<file path="src/rtl/demux_1to4_buf_if.sv">
// Bus bundle for the buffered 1-to-4 demultiplexer: one valid/ready input stream,
// four valid/ready output lanes, and an occupancy readout.
interface demux_1to4_buf_if #(
   parameter int DATAWIDTH = 32
);
   logic                     in_valid_i;
   logic                     in_ready_o;
   logic [1:0]               in_sel_i;
   logic [DATAWIDTH-1:0]     in_data_i;
   logic [3:0]               out_valid_o;
   logic [3:0]               out_ready_i;
   logic [4*DATAWIDTH-1:0]   out_data_o;
   logic [1:0]               count_o;

   // Producer / consumer side (testbench or surrounding logic).
   modport master (
      output in_valid_i, in_sel_i, in_data_i, out_ready_i,
      input  in_ready_o, out_valid_o, out_data_o, count_o
   );

   // The demultiplexer itself.
   modport slave (
      input  in_valid_i, in_sel_i, in_data_i, out_ready_i,
      output in_ready_o, out_valid_o, out_data_o, count_o
   );
endinterface

</file>
<file path="src/rtl/demux_1to4_buf.sv">
// Buffered 1-to-4 demultiplexer: a 2-entry FIFO of {sel, data} whose head is steered
// onto exactly one of four output lanes.
module demux_1to4_buf #(
   parameter int DATAWIDTH = 32
) (
   input  logic             clk_i,
   input  logic             rst_ni,
   demux_1to4_buf_if.slave  bus
);
   // Handshake: a transfer happens on a rising edge where valid and ready are both 1;
   // valid never depends on ready, and a raised valid holds with stable data until taken.

   logic [1:0]           sel_q  [2];
   logic [DATAWIDTH-1:0] data_q [2];
   logic                 wptr_q;
   logic                 rptr_q;
   logic [1:0]           count_q;

   logic                 push;
   logic                 pop;
   logic                 not_empty;
   logic [1:0]           head_sel;
   logic [DATAWIDTH-1:0] head_data;

   assign not_empty = (count_q != 2'd0);
   assign head_sel  = sel_q[rptr_q];
   assign head_data = data_q[rptr_q];

   // Ready is a function of occupancy only, so no path exists from out_ready_i.
   assign bus.in_ready_o = (count_q != 2'd2);
   assign bus.count_o    = count_q;

   assign push = bus.in_valid_i && bus.in_ready_o;
   assign pop  = not_empty && bus.out_ready_i[head_sel];

   always_comb begin
      bus.out_valid_o = 4'b0000;
      bus.out_data_o  = '0;
      if (not_empty) begin
         bus.out_valid_o[head_sel] = 1'b1;
         bus.out_data_o[head_sel*DATAWIDTH +: DATAWIDTH] = head_data;
      end
   end

   always_ff @(posedge clk_i or negedge rst_ni) begin
      if (!rst_ni) begin
         sel_q[0]  <= 2'd0;
         sel_q[1]  <= 2'd0;
         data_q[0] <= '0;
         data_q[1] <= '0;
         wptr_q    <= 1'b0;
         rptr_q    <= 1'b0;
         count_q   <= 2'd0;
      end else begin
         if (push) begin
            sel_q[wptr_q]  <= bus.in_sel_i;
            data_q[wptr_q] <= bus.in_data_i;
            wptr_q         <= ~wptr_q;
         end
         if (pop) begin
            rptr_q <= ~rptr_q;
         end
         case ({push, pop})
            2'b10:   count_q <= count_q + 2'd1;
            2'b01:   count_q <= count_q - 2'd1;
            default: count_q <= count_q;
         endcase
      end
   end
endmodule

</file>
<file path="src/flat_wrapper.sv">
// flat-port wrapper written by rule: the top's interface ports become plain ports
module demux_1to4_buf_flat 
#(
   parameter int DATAWIDTH = 32
)
  (clk_i, rst_ni, bus_in_valid_i, bus_in_sel_i, bus_in_data_i, bus_out_ready_i, bus_in_ready_o, bus_out_valid_o, bus_out_data_o, bus_count_o);
  demux_1to4_buf_if #(.DATAWIDTH(DATAWIDTH)) bus_i ();
  input  logic clk_i;
  input  logic rst_ni;
  input wire logic [$bits(bus_i.in_valid_i)-1:0] bus_in_valid_i;
  input wire logic [$bits(bus_i.in_sel_i)-1:0] bus_in_sel_i;
  input wire logic [$bits(bus_i.in_data_i)-1:0] bus_in_data_i;
  input wire logic [$bits(bus_i.out_ready_i)-1:0] bus_out_ready_i;
  output wire logic [$bits(bus_i.in_ready_o)-1:0] bus_in_ready_o;
  output wire logic [$bits(bus_i.out_valid_o)-1:0] bus_out_valid_o;
  output wire logic [$bits(bus_i.out_data_o)-1:0] bus_out_data_o;
  output wire logic [$bits(bus_i.count_o)-1:0] bus_count_o;
  assign bus_i.in_valid_i = bus_in_valid_i;
  assign bus_i.in_sel_i = bus_in_sel_i;
  assign bus_i.in_data_i = bus_in_data_i;
  assign bus_i.out_ready_i = bus_out_ready_i;
  assign bus_in_ready_o = bus_i.in_ready_o;
  assign bus_out_valid_o = bus_i.out_valid_o;
  assign bus_out_data_o = bus_i.out_data_o;
  assign bus_count_o = bus_i.count_o;
  demux_1to4_buf #(.DATAWIDTH(DATAWIDTH)) u_core (.clk_i(clk_i), .rst_ni(rst_ni), .bus(bus_i));
endmodule
</file>
<file path="config.mk">
export PLATFORM = sky130hd
export DESIGN_NAME = demux_1to4_buf_flat
export DESIGN_NICKNAME = d
export VERILOG_FILES = /design/src/rtl/demux_1to4_buf_if.sv /design/src/rtl/demux_1to4_buf.sv /design/src/flat_wrapper.sv
export SDC_FILE = /design/constraint.sdc
export NUM_CORES = 1
export LEC_CHECK = 0
export CORE_AREA = 2 2 96 98
export CTS_CLUSTER_DIAMETER = 100
export CTS_CLUSTER_SIZE = 14
export DETAILED_ROUTE_END_ITERATION = 10
export DIE_AREA = 0 0 98 100
export GPL_ROUTABILITY_DRIVEN = 0
export PLACE_DENSITY = 0.93
export SYNTH_ARGS = -nofsm -noshare
export SYNTH_HDL_FRONTEND = slang
export SYNTH_SLANG_ARGS = --single-unit
</file>
<file path="constraint.sdc">
create_clock -name clk_i -period 3.34 [get_ports clk_i]
set_input_delay 0.501 -clock clk_i [delete_from_list [all_inputs] [get_ports clk_i]]
set_output_delay 0.501 -clock clk_i [all_outputs]
set_load 0.05 [all_outputs]
</file>
# Word level (Yosys, flattened, before mapping)
# Cells that the tools add are included.
[totals] ff_bits=72 input_bits=41 word_cells=50 output_inout_bits=135
[classes] shift=2 mux=19 bitwise=5 n_lt_le_gt_ge=5 add_sub_neg=3 reduce_logical=6 eq_ne=3
[ops] operator="AND 128 bit" count=1
[ops] operator="2-to-1 mux 128 bit" count=1
[ops] operator="2-to-1 mux 32 bit" count=4
[ops] operator="variable shift 32 x 34 -> 128 bit (first input constant)" count=1
[ops] operator="indexed part select 32 x 34 -> 128 bit" count=1
[ops] operator="bitwise mux 64 bit" count=1
[ops] operator="negation 7 -> 34 bit" count=1
[ops] operator="demux 32 bit (select 1 bit)" count=1
[ops] operator="2-to-1 mux 2 bit" count=4
[ops] operator="bitwise mux 4 bit" count=1
[ops] operator="greater-or-equal comparator 2 bit (second input constant)" count=2
[ops] operator="logical AND 1 bit" count=4
[ops] operator="2-to-1 mux 4 bit" count=1
[ops] operator="NOT 1 -> 2 bit" count=2
[ops] operator="case mux 2 bit (2 select lines)" count=1
[ops] operator="nonzero test 2 bit" count=2
[ops] operator="less-than comparator 2 x 3 -> 1 bit (second input constant)" count=1
[ops] operator="adder 2 x 1 -> 2 bit (second input constant)" count=1
[ops] operator="binary-select mux 1 bit (select 2 bit)" count=1
[ops] operator="demux 1 bit (select 2 bit)" count=1
[ops] operator="demux 2 bit (select 1 bit)" count=1
[ops] operator="== test 2 x 1 -> 1 bit (second input constant)" count=1
[ops] operator="== test 2 bit (second input constant)" count=1
[ops] operator="greater-or-equal comparator 2 x 1 -> 1 bit (second input constant)" count=1
[ops] operator="5 further kinds" count=7

# Longest topological paths before layout
# Gate-level depths: netlist of the first run.
[depth] ltp_word=9 depth_mapped=9 depth_no_buf=8

# Worst setup path before layout of the first run
# OpenSTA, ideal clock, no wires.
[synth_path] path_kind="register -> output" startpoint="register u_core.rptr_q" endpoint="output port bus_out_data_o[66]" arrival_ns=3.126 required_ns=2.839 stages_incl_launch_ff=10 n_path_buf=3 path_slack_ns=-0.287 path_cell_list="dfrtp_1 > buf_4 > buf_2 > o21a_1 > inv_1 > ha_1 > nor2b_1 > nand4b_1 > buf_2 > nor2_1"
[synth_via] elab_chain_cells=8 elab_cells_between_ends=12 classes_between="add/sub (1); shift (2); mux (7); bitwise (2)"
[synth_lines] element="from (decl)" line_no="demux_1to4_buf.sv:16" text="logic rptr_q;"
[synth_lines] element="from (signal assigned)" line_no="demux_1to4_buf.sv:61" text="rptr_q <= ~rptr_q;"
[synth_lines] element="NOT 1 -> 2 bit (implied by the code) *" line_no="demux_1to4_buf.sv:26, demux_1to4_buf.sv:27"
[synth_lines] element="2-to-1 mux 2 bit (implied by the code) (3 in series)" line_no="demux_1to4_buf.sv:26" text="assign head_sel = sel_q[rptr_q];"
[synth_lines] element="negation 7 -> 34 bit" line_no="demux_1to4_buf.sv:41" text="bus.out_data_o[head_sel*DATAWIDTH +: DATAWIDTH] = head_data;"
[synth_lines] element="indexed part select 32 x 34 -> 128 bit or variable shift 32 x 34 -> 128 bit (tied branches)" line_no="demux_1to4_buf.sv:41"
[synth_lines] element="AND 128 bit (no line) *"
[synth_lines] element="2-to-1 mux 128 bit *" line_no="demux_1to4_buf.sv:39" text="if (not_empty) begin"
[synth_lines] element="to (decl)" line_no="flat_wrapper.sv:16" text="output wire logic [$bits(bus_i.out_data_o)-1:0] bus_out_data_o;"
# Mark *: on every way between the ends. The rest lies on a longest branch, timed or not. The select of a mux whose other input is x is not followed.

# Final worst setup path of the first run
[layout_path] startpoint="register u_core.rptr_q" endpoint="output port bus_out_data_o[117]"
# The elaborated chain is that of the path after synthesis.

==> results of run 1 <==
## worst reg2reg max path: stages, from the launching register on
cell	delay, ns
dfrtp_2	0.41
buf_4	0.53
nor3b_1	0.28
o22ai_1	0.10
a21oi_1	0.27
ha_1	0.31
nor2_1	0.16
xor2_1	0.17
## sequential cells by signal, indices dropped and copies added, names as in the netlist
register	cells
u_core.sel_q	4
u_core.rptr_q	1
u_core.data_q	64
u_core.wptr_q	1
u_core.bus.count_o	2
## cell families (layout without fill, tap and decap cells)
logic type                 after synthesis  count (layout)  share of synthesized area, %
xor gates and xnor gates                 5               5                          1.14
adders and majority gates                6               6                          1.96
buffers and inverters                   25             205                          3.92
AOI/OAI and AO/OA                        7               7                          1.05
muxes                                  100             100                          28.4
and+or+nand+nor                        150             150                          16.4
DFF                                     72              72                          47.1
## layer usage
layer / global-route usage (%) / wire (um) / vias up / share of wire, %
met1: 28.4 / 4660 / 1675 / 38
met2: 47.2 / 6470 / 168 / 52
met3: 5.71 / 858 / 25 / 6.9
met4: 11.5 / 379 / 0 / 3.1
met5: 0 / 0 / - / 0
li1: - / - / 1557 / -
## synthesized netlist by cell type, drive strengths merged, types with 2 or more instances
cell type,n,area share [%]
buf,19,2.6
clkbuf,3,1.1
dfrtp,72,47
ha,6,2.0
inv,3,0.29
mux2,67,20
mux2i,33,8.7
nand2,3,0.29
nand3,2,0.39
nand3b,2,0.39
nor2,132,13
nor2b,6,0.98
nor3,2,0.39
o21ai,3,0.39
o22ai,2,0.33
xnor2,3,0.69
xor2,2,0.46
## layout make-up
cell class              instances  area share, %
clock buffers                  11           2.12
clock inverters                 5          0.438
inverters                       3          0.158
multi-input cells             268           26.3
flip-flops and latches         72           25.2
well taps                     111           1.94
repair buffers                186           43.8
## per-stage QoR
stage,cell area (um2),setup slack [ns]
3_3_place_gp,6950,0.615
2_1_floorplan,3830,0.0363
4_1_cts,7140,0.0150
6_report,7140,0.317
3_5_place_dp,6950,0.398
5_1_grt,7140,0.210
## report_power, final
| part | total (mW) | internal [mW] | switching (mW) | leakage, nW |
|---|---|---|---|---|
| sequential | 1.61 | 1.33 | 0.282 | 0.846 |
| clock | 0.635 | 0.307 | 0.328 | 0.0951 |
| combinational | 4.81 | 2.07 | 2.74 | 2.15 |
| total | 7.06 | 3.71 | 3.35 | 3.09 |
## worst min-delay path by stage
stage | startpoint | endpoint | slack [ns] | cells after the start
final | rst_ni | u_core.data_q[15]$_DFFE_PN0P_ | 0.26 | 1
after global routing | rst_ni | u_core.data_q[18]$_DFFE_PN0P_ | 0.35 | 1
after CTS | rst_ni | u_core.data_q[50]$_DFFE_PN0P_ | 0.30 | 1
after detailed placement | u_core.data_q[31]$_DFFE_PN0P_ | u_core.data_q[31]$_DFFE_PN0P_ | 0.49 | 1
after global placement | u_core.data_q[47]$_DFFE_PN0P_ | u_core.data_q[47]$_DFFE_PN0P_ | 0.47 | 1
after floorplan | rst_ni | u_core.bus.count_o[0]$_DFFE_PN0P_ | 0.21 | 0
## what timing repair did
action	4_1_cts	5_1_grt
resized for setup	0	0
setup buffers	0	1
setup endpoints to repair	0	22
==> flow_metrics.tcl, run 1 <==
set metrics [dict create \
    status "complete, no violations" \
    finalClockSkew_ns 0.00954 \
    fp.dieH_um 100 \
    ys_seq_area_share_pct 47.1 \
    critical_path_required_ns 2.84 \
    grt_util_all_layers_pct 25.7 \
    cp_max_fo 23 \
    asyncSetResetFlopFracSynth_pct 100 \
    clkSlewWorstSetupHoldPaths_ns 0.08 \
    syn_area_um2 3830 \
    power_density_nw_per_um2 988 \
    tightest_slew_ns 0.891 \
    ant_nets 0 \
    clockRootBuffer "clkbuf_8" \
    critPathArrivalTime_ns 2.52 \
    cp_cell_sequence "mux2i_2 -> ha_1 -> nand3b_1 -> buf_4 -> nor2_1 -> buf_12" \
    routed_wl_um 12400 \
    synthToLayoutAreaGrowth_pct 86.7 \
    grt_max_degree 73 \
    hold_slack_ns 0.259 \
    dr.pass1.iters 4 \
    critPathTopFamily "simple AND/OR/NAND/NOR gates" \
    syn_avg_cell_area_um2 10.5 \
    ios 176 \
    drtIter0Drc 81 \
    cap_violations 0 \
    critPathMaxStageDelay_ns 0.45 \
    io_buffer_count 175 \
    dp.cells 639 \
    ir_worst_vdd_mv 0.566 \
    holdBufCountCts 0 \
    setup_viol 0 \
    worst-path-stages 6 \
    cts_tree "done" \
    reg2regPathDepth 7 \
    nets 587 \
    antenna_found_initial 0 \
    holdCritPathClass "in -> async" \
    stdcell_count 656 \
    dp.final_hpwl_um 9460 \
    crit_path_start_kind "register" \
    cp-endpoint "bus_out_data_o[117]" \
    globalRoute.totalOverflow 0 \
    via_count 3425 \
    critPathKind "reg -> out" \
    power_leakage_nw 3.09 \
    ys_warn_count 0 \
    post-route-period-util_pct 90.5 \
    finalPower_mw 7.06 \
    worstReg2RegStart "u_core.rptr_q$_DFFE_PN0P_" \
    postLayoutCoreUtil_pct 80.4 \
    critPathCaptureType "primary output" \
    finalHoldViolCount 0 \
    slew_headroom_pct 40.6 \
    syn-num-nets 412 \
    syn_inst 365 \
    crit_slowest_cell "mux2i_2" \
    final-max-slew-violation-count 0 \
    fillCellCount 476 \
    rsz0062_at_grt "false" \
    grt_pass1_vias 3738 \
    die_width_um 98 \
    r2r-end "u_core.bus.count_o[1]$_DFFE_PN0P_" \
    reg2reg_slack_ns 1.05 \
    synth_edf_count 0 \
    ys_ff_latch 72 \
    cts-buffers-inserted 9 \
    post-route-drc-count 0 \
    layout-drive-gt1-share_pct 42.9 \
    synth.distinct_cells 28 \
    clock_latency_ns 0.35 \
    num_antenna_cells 0 \
    vias_per_cell 5.22 \
    mostFrequentLayoutCells "nor2_1, buf_12, dfrtp_1" \
    wl_per_cell_um 18.9 \
    cp_num_buf_inv 2 \
    cts.sinks 72 \
    initial_utilization_pct 43.0 \
    rows 35 \
    cts_buffer_depth 2 \
    min_period_ns 3.02 \
    setup_tns_ns 0 \
    cp-startpoint "u_core.rptr_q$_DFFE_PN0P_" \
    synth-main-ff-cell "dfrtp_1" \
    dieArea_um2 9800 \
    grt_pass1_wl_um 19700 \
    multi_input_area_um2 1880 \
    core_um2 8890 \
    seqCellArea_um2 1800 \
    layout_commonest_cell "nor2_1" \
    htreeDepth 3 \
    timing.fmax_mhz 331 \
]
Note: power is estimated with default switching activity, not from simulation.
==> inputs of run 2 (changes only) <==
--- a/config.mk
+++ b/config.mk
@@ -5,13 +5,13 @@
 export SDC_FILE = /design/constraint.sdc
 export NUM_CORES = 1
 export LEC_CHECK = 0
-export CORE_AREA = 2 2 96 98
+export CORE_AREA = 2 2 114 83
 export CTS_CLUSTER_DIAMETER = 100
 export CTS_CLUSTER_SIZE = 14
 export DETAILED_ROUTE_END_ITERATION = 10
-export DIE_AREA = 0 0 98 100
-export GPL_ROUTABILITY_DRIVEN = 0
+export DIE_AREA = 0 0 116 85
 export PLACE_DENSITY = 0.93
+export SKIP_LAST_GASP = 1
 export SYNTH_ARGS = -nofsm -noshare
 export SYNTH_HDL_FRONTEND = slang
 export SYNTH_SLANG_ARGS = --single-unit
==> run 2 against run 1 <==
Cell count is 2.1% higher. Clock power is 61% higher. Register-to-register slack better by 0.09 ns. Count of clock-buffer cells in the layout stayed put. Sequential power hardly changed. Die area is 0.61% higher. Largest power group unchanged.
==> flow_metrics.tcl, run 2 (synthesized netlist as in run 1, its figures left out) <==
set metrics [dict create \
    status "complete, no violations" \
    post-route-drc-count 0 \
    fillCellCount 472 \
    drtIter0Drc 159 \
    ios 176 \
    comb_power_share_pct 64.4 \
    dr.pass1.iters 7 \
    grt_max_degree 73 \
    reg2reg_slack_ns 1.14 \
    finalClockSkew_ns 0.00505 \
    synthToLayoutAreaGrowth_pct 90.3 \
    die_width_um 116 \
    cts_tree "done" \
    gp_congestion 0.821 \
    grt_pass1_wl_um 20500 \
    cts.sinks 72 \
    post-cts-setup-buffers 0 \
    holdBufCountCts 0 \
    cts_buffer_depth 2 \
    stdcell_count 670 \
    dp.final_hpwl_um 9740 \
    routed_wl_um 13000 \
    crit_path_start_kind "register" \
    htreeDepth 3 \
    dp.cells 654 \
    core_um2 8780 \
    critPathArrivalTime_ns 2.49 \
    via_count 3470 \
    antenna_found_initial 0 \
    switchingPower_mw 3.39 \
    layout-drive-gt1-share_pct 42.9 \
    holdCritPathClass "in -> async" \
    dieArea_um2 9860 \
    regMostFlops "u_core.data_q" \
    cap_violations 0 \
    power_leakage_nw 3.14 \
    rsz0062_at_grt "false" \
    finalPower_mw 7.44 \
    final-max-slew-violation-count 0 \
    power_density_nw_per_um2 1020 \
    nets 588 \
    finalHoldViolCount 0 \
    grt_util_all_layers_pct 27.3 \
    io_buffer_count 175 \
    cp_max_fo 16 \
    ant_nets 0 \
    swShare_pct 45.5 \
    slew_headroom_pct 39.7 \
    rows 29 \
    min_period_ns 3.00 \
    hold_slack_ns 0.305 \
    sequentialPowerShare_pct 21.9 \
    cts-buffers-inserted 9 \
    largest_register_ffs 64 \
    post-route-period-util_pct 89.7 \
    setup_viol 0 \
    critical_path_required_ns 2.84 \
    setup_tns_ns 0 \
    mostFrequentLayoutCells "nor2_1, buf_12, dfrtp_1" \
    clkSlewWorstSetupHoldPaths_ns 0.06 \
    clock_latency_ns 0.32 \
    globalRoute.totalOverflow 0 \
    clockRootBuffer "clkbuf_16" \
    postPlaceCellArea_um2 6960 \
    timing.fmax_mhz 334 \
    critPathKind "reg -> out" \
    num_antenna_cells 0 \
    fp.dieH_um 85 \
    vias_per_cell 5.18 \
    seqCellArea_um2 1800 \
    ir_worst_vdd_mv 0.529 \
    tightest_slew_ns 0.904 \
    initial_utilization_pct 43.6 \
    grt_pass1_vias 3907 \
    wl_per_cell_um 19.4 \
    p_int_mw 4.05 \
    design_area_um2 7280 \
    ctsResizeCount 0 \
    power_frac_clock_pct 13.7 \
    multi_input_area_um2 1880 \
    critPathCaptureType "primary output" \
    layout_commonest_cell "nor2_1" \
]
[run 2: cell count changes in the layout (fill, tap and decap cells not counted), sizes merged]
cell / previous run / this run
clkinv: 4 / 1
clkinvlp: 1 / 2
buf: 144 / 145
bufinv: 0 / 2
[run 2: path summary, 6_finish.rpt]
kind | startpoint | end | depth (start not counted)
max in group asynchronous | rst_ni | u_core.rptr_q$_DFFE_PN0P_ | 1
worst max-delay path | u_core.rptr_q$_DFFE_PN0P_ | bus_out_data_o[21] | 6
worst max register to register | u_core.rptr_q$_DFFE_PN0P_ | u_core.bus.count_o[1]$_DFFE_PN0P_ | 7
min in group clk_i | u_core.data_q[14]$_DFFE_PN0P_ | u_core.data_q[14]$_DFFE_PN0P_ | 1
worst min-delay path | rst_ni | u_core.wptr_q$_DFFE_PN0N_ | 1
worst min register to register | u_core.data_q[14]$_DFFE_PN0P_ | u_core.data_q[14]$_DFFE_PN0P_ | 1
[run 2: power groups by stage]
stage / sequential (mW) / combinational, mW / clock, mW
2_1_floorplan: 1.57 / 2.86 / 0
3_3_place_gp: 1.57 / 4.59 / 0
3_5_place_dp: 1.63 / 4.79 / 0
4_1_cts: 1.62 / 4.82 / 1.03
5_1_grt: 1.68 / 5.02 / 1.08
6_report: 1.63 / 4.79 / 1.02
[run 2: area by class of cell]
class,instances,share of cell area [%]
repair buffers,187,42.7
multi-input cells,268,25.8
flip-flops and latches,72,24.8
clock buffers,11,3.33
well taps,124,2.13
clock inverters,5,1.10
inverters,3,0.155
[run 2: layer usage]
layer	global-route usage, %	vias to the layer above	wire (um)
li1	-	1561	-
met1	29.4	1723	4550
met2	51.2	163	7180
met3	8.14	23	985
met4	8.87	0	294
met5	0	-	0
[run 2: critical path, stage by stage, from the launching register on]
cell	delay, ns
dfrtp_2	0.48
mux2i_2	0.48
ha_1	0.35
nand3b_1	0.19
buf_4	0.24
nor2_1	0.24
buf_12	0.18
[run 2: stage by stage]
stage	util, %	setup slack, ns
floorplan	-	0.0363
global placement	79.3	0.875
detailed placement	79.3	0.725
CTS	82.9	0.334
global route	82.9	0.225
finish	82.9	0.344
==> inputs of run 3 (changes only) <==
--- a/config.mk
+++ b/config.mk
@@ -5,12 +5,12 @@
 export SDC_FILE = /design/constraint.sdc
 export NUM_CORES = 1
 export LEC_CHECK = 0
-export CORE_AREA = 2 2 114 83
+export CORE_AREA = 2 2 118 85
 export CTS_CLUSTER_DIAMETER = 100
 export CTS_CLUSTER_SIZE = 14
 export DETAILED_ROUTE_END_ITERATION = 10
-export DIE_AREA = 0 0 116 85
-export PLACE_DENSITY = 0.93
+export DIE_AREA = 0 0 120 87
+export PLACE_DENSITY = 0.89
 export SKIP_LAST_GASP = 1
 export SYNTH_ARGS = -nofsm -noshare
 export SYNTH_HDL_FRONTEND = slang
==> constraint.sdc (replaced) <==
create_clock -name clk_i -period 3.2 [get_ports clk_i]
set_input_delay 0.48 -clock clk_i [delete_from_list [all_inputs] [get_ports clk_i]]
set_output_delay 0.48 -clock clk_i [all_outputs]
set_load 0.05 [all_outputs]
==> run 3 against run 2 <==
Count of clock-buffer cells in the layout did not move. Combinational power increased by 4.6%. Worst hold slack got worse by 0.017 ns. Sequential power up 4%. Clock skew hardly changed. Global-route usage shrank 1.9 points. Critical path type unchanged. Cell area increased by 0.12%.
==> flow_metrics.tcl, run 3 (synthesized netlist as in run 1, its figures left out) <==
set metrics [dict create \
    globalRoute.totalOverflow 0 \
    slew_headroom_pct 41.5 \
    cts_buffer_depth 2 \
    gp_congestion 0.735 \
    cp-endpoint "bus_out_data_o[122]" \
    htreeDepth 3 \
    cts-buffers-inserted 9 \
    cts_tree "done" \
    cts.sinks 72 \
    power_leakage_nw 3.14 \
    final-max-slew-violation-count 0 \
    rows 30 \
    cp-startpoint "u_core.rptr_q$_DFFE_PN0P_" \
    holdBufCountCts 0 \
    ctsResizeCount 0 \
    dp.final_hpwl_um 9880 \
    hold_slack_ns 0.288 \
    vias_per_cell 5.11 \
    dr.pass1.iters 5 \
    use_met3_pct 7.07 \
    critPathKind "reg -> out" \
    fillCellCount 551 \
    status "complete, no violations" \
    largest_register_ffs 64 \
    num_antenna_cells 0 \
    reg2regPathDepth 8 \
    io_buffer_count 175 \
    die_width_um 120 \
    cp_cell_sequence "mux2i_2 -> ha_1 -> nand3b_1 -> buf_4 -> nor2_1 -> buf_12" \
    timing.fmax_mhz 341 \
    r2r-end "u_core.bus.count_o[1]$_DFFE_PN0P_" \
    ir_worst_vdd_mv 0.542 \
    use_met1_pct 25.4 \
    ant_nets 0 \
    crit_path_start_kind "register" \
    tightest_slew_ns 0.877 \
    worst-path-stages 6 \
    post-route-drc-count 0 \
    grt_util_all_layers_pct 25.4 \
    mostFrequentLayoutCells "nor2_1, buf_12, dfrtp_1" \
    grt_pass1_vias 3956 \
    layout_commonest_cell "nor2_1" \
    nets 588 \
    crit_slowest_cell "mux2i_2" \
    clockRootBuffer "clkbuf_16" \
    finalHoldViolCount 0 \
    grt_pass1_wl_um 20300 \
    dieArea_um2 10400 \
    finalClockSkew_ns 0.00554 \
    cp_max_fo 17 \
    post-cts-setup-buffers 0 \
    grt_max_degree 73 \
    critPathMaxStageDelay_ns 0.48 \
    synthToLayoutAreaGrowth_pct 90.5 \
    wl_per_cell_um 19.2 \
    layout-drive-gt1-share_pct 42.7 \
    multi_input_area_um2 1880 \
    min_period_ns 2.93 \
    clock_latency_ns 0.32 \
    finalPower_mw 7.76 \
    clkSlewWorstSetupHoldPaths_ns 0.05 \
    critical_path_required_ns 2.72 \
    busiest_layer "met2" \
    post-route-period-util_pct 91.6 \
    critPathArrivalTime_ns 2.45 \
    ios 176 \
    fp.dieH_um 87 \
    core_um2 9420 \
    holdCritPathClass "in -> async" \
    cap_violations 0 \
    initial_utilization_pct 40.6 \
    antenna_found_initial 0 \
    seqCellArea_um2 1800 \
    use_met2_pct 50.2 \
    critPathCaptureType "primary output" \
    via_count 3447 \
    rsz0062_at_grt "false" \
    drtIter0Drc 99 \
    regMostFlops "u_core.data_q" \
    power_density_nw_per_um2 1060 \
    setup_viol 0 \
    routed_wl_um 13000 \
    worstReg2RegStart "u_core.rptr_q$_DFFE_PN0P_" \
    cp_num_buf_inv 2 \
    reg2reg_slack_ns 1.03 \
    critPathTopFamily "multiplexers" \
]
## run 3: cell count changes in the layout (fill, tap and decap cells not counted), sizes merged
| cell | change |
|---|---|
| clkinv | +1 |
| clkinvlp | -1 |
## run 3: where the power goes
| part | switching [mW] | internal (mW) | leakage, nW |
|---|---|---|---|
| logic | 2.86 | 2.15 | 2.14 |
| clock network | 0.366 | 0.683 | 0.150 |
| registers | 0.306 | 1.39 | 0.846 |
| total | 3.53 | 4.22 | 3.14 |
## run 3: layout make-up
| class | count | area share (%) |
|---|---|---|
| sequential | 72 | 24.7 |
| clock inverter | 5 | 1.12 |
| multi-input combinational | 268 | 25.8 |
| inverter | 3 | 0.154 |
| timing repair buffer | 187 | 42.8 |
| clock buffer | 11 | 3.19 |
| tap | 128 | 2.20 |
## run 3: metrics by stage
step,TNS (ns),cell area [um2],util (%),instances,setup slack [ns]
6_report,0,7290,77.4,674,0.270
5_1_grt,0,7290,77.4,674,0.171
4_1_cts,0,7290,77.4,674,0.250
3_5_place_dp,0,6980,74.1,658,0.605
3_3_place_gp,0,6980,74.1,658,0.799
2_1_floorplan,-2.48,3830,-,365,-0.0827
## run 3: layer usage
metal  part of all wire [%]  vias to the layer above  wire length, um
met5                      0                        -                0
li1                       -                     1561                -
met1                     36                     1735             4610
met4                    1.7                        0              225
met3                    5.9                       20              767
met2                     57                      131             7370
## run 3: how the worst min path moves through the flow
stage / slack, ns / to / cells past startpoint
final: 0.29 / u_core.data_q[28]$_DFFE_PN0P_ / 1
after global routing: 0.35 / u_core.data_q[28]$_DFFE_PN0P_ / 1
after CTS: 0.32 / u_core.data_q[28]$_DFFE_PN0P_ / 1
after detailed placement: 0.49 / u_core.data_q[38]$_DFFE_PN0P_ / 1
after global placement: 0.47 / u_core.data_q[47]$_DFFE_PN0P_ / 1
after floorplan: 0.18 / u_core.bus.count_o[0]$_DFFE_PN0P_ / 0
==> RTL change (config.mk and constraints of run 2) <==
Make the reset (`rst_ni`) synchronous in one clocked block.
--- a/src/rtl/demux_1to4_buf.sv
+++ b/src/rtl/demux_1to4_buf.sv
@@ -43,5 +43,5 @@
    end
 
-   always_ff @(posedge clk_i or negedge rst_ni) begin
+   always_ff @(posedge clk_i) begin
       if (!rst_ni) begin
          sel_q[0]  <= 2'd0;
Formal check against the unedited RTL: differs if rst_ni is asserted again (counterexample within 4 cycles, from zero or initial values and one cycle with rst_ni low); with rst_ni held inactive, the same outputs for 4 cycles.
==> RTL change against run 2 <==
- synthesized area fell by 0.72%
- core utilization increased by 1.1 points
- non-clock buffer count grew 4
- sequential cell count rose by 1
- final area grew 1.3%
- wire length down 3.2%
- worst setup slack worse by 0.017 ns
- critical path type unchanged
- critical endpoint is now bus_out_data_o[0]
Power is not compared: it rests on default switching activity, and its combinational part moved more than twofold at a synthesized area within 25%.
==> RTL change: results (changes against run 2) <==
[placed_design]
dp_slack_ns = 0.456  ; -0.269 ns
place.gp.congestion = 0.803  ; -2.2%
dpl_cell_area_um2 = 7020  ; +0.86%
dp.final_hpwl_mm = 9.69  ; -0.48%

[setup_path]
crit_path_end = bus_out_data_o[0]
worstPathArrival_ns = 2.51  ; +0.02 ns
path_max_fanout = 23  ; +7
r2r_end = u_core.bus.count_o[1]

[cells_and_area]
fin_nets = 590  ; +0.34%
drive_gt1_frac = 0.316  ; -0.113
final_util = 0.840  ; +0.0108

[logic_synthesis]
synth.distinct_cells = 27  ; -3.6%
synth_edf_count = 68  ; +68
synthFlopType = edfxtp_1
synth-async-reset-ratio = 0  ; -1.00
synth_xor_area_frac = 0.00692  ; -0.00453
synthesis.nets = 411  ; -0.24%
synth_compound_area_frac = 0.00461  ; -0.00585
yosys-mux-area-fraction = 0.102  ; -0.182
ys_seq_area_frac = 0.564  ; +0.0930
yosys-top-cells-count = 129 x nor2_1, 70 x and2_1, 68 x edfxtp_1
ys_top_cells_by_area = edfxtp_1 54%, nor2_1 13%, and2_1 12%, mux2i_1 9.0%, dfxtp_1 2.6%
postSynthAreaPerCell_um2 = 10.4  ; -0.45%

[drt]
wl_per_cell_um = 18.7  ; -3.5%
wl_met2_mm = 6.80  ; -5.3%
drtIter0Drc = 127  ; -20%
first_pass_iters = 4  ; -3
met1_length_mm = 4.56  ; +0.31%

[global_route]
grt_pass1_vias = 3656  ; -6.4%
grt_pass1_wl_mm = 19.5  ; -5.1%
grt_max_degree = 35  ; -52%
use_met3 = 0.0736  ; -0.00786
grt_use_met1 = 0.284  ; -0.00957

[status]
status = completed

[sta]
tightest_slew_ns = 0.537  ; -0.367 ns
fin_crit_ns = 3.01  ; +0.0166 ns
fin_skew_ns = 0.00373  ; -0.00133 ns

[min_path]
hp-class = flip-flop to flip-flop

RTL change: cell types whose count changed after synthesis, sizes merged, moves of 2 or more:
cell           run 2  this run
buf               19         4
dfrtp             72         0
nor2             132       129
clkbuf             3        19
nand2b             1         3
mux2              67         2
xor2               2         0
o22ai              2         0
and2               0        70
dfxtp              0         5
edfxtp             0        68
RTL change: how the worst min path moves through the flow:
stage,start,end,slack (ns),cells after the start
after floorplan,u_core.rptr_q,flip-flop,0.45,2
after global placement,u_core.rptr_q,u_core.rptr_q,0.46,2
after detailed placement,u_core.rptr_q,flip-flop,0.48,2
after CTS,u_core.rptr_q,flip-flop,0.49,2
after global routing,u_core.rptr_q,flip-flop,0.52,2
final,u_core.rptr_q,flip-flop,0.49,2
RTL change: layout make-up:
class,count,share of cell area
repair buffers,191,0.426
flip-flops and latches,73,0.291
multi-input cells,266,0.214
clock buffers,9,0.0305
well taps,124,0.0210
clock inverters,7,0.0170
inverters,2,0.00102
RTL change: timing repair:
action	in CTS	in global routing
buffers inserted	0	1
endpoints found under the setup margin	0	19
resized for setup	0	0
RTL change: power by group through the flow:
| stage | Sequential (mW) | Combinational [mW] | Clock, mW |
|---|---|---|---|
| after detailed placement | 1.26 | 1.55 | 0 |
| after global routing | 1.26 | 1.65 | 1.16 |
| after global placement | 1.25 | 1.49 | 0 |
| after CTS | 1.24 | 1.56 | 1.12 |
| after floorplan | 1.27 | 0.926 | 0 |
| final | 1.24 | 1.56 | 1.12 |
RTL change: worst max-delay path, stage by stage, from the launching register on:
cell	delay (ns)
dfxtp_2	0.37
mux2_4	0.34
inv_1	0.18
ha_1	0.31
nand3b_1	0.26
buf_4	0.27
nor2_1	0.25
buf_12	0.18
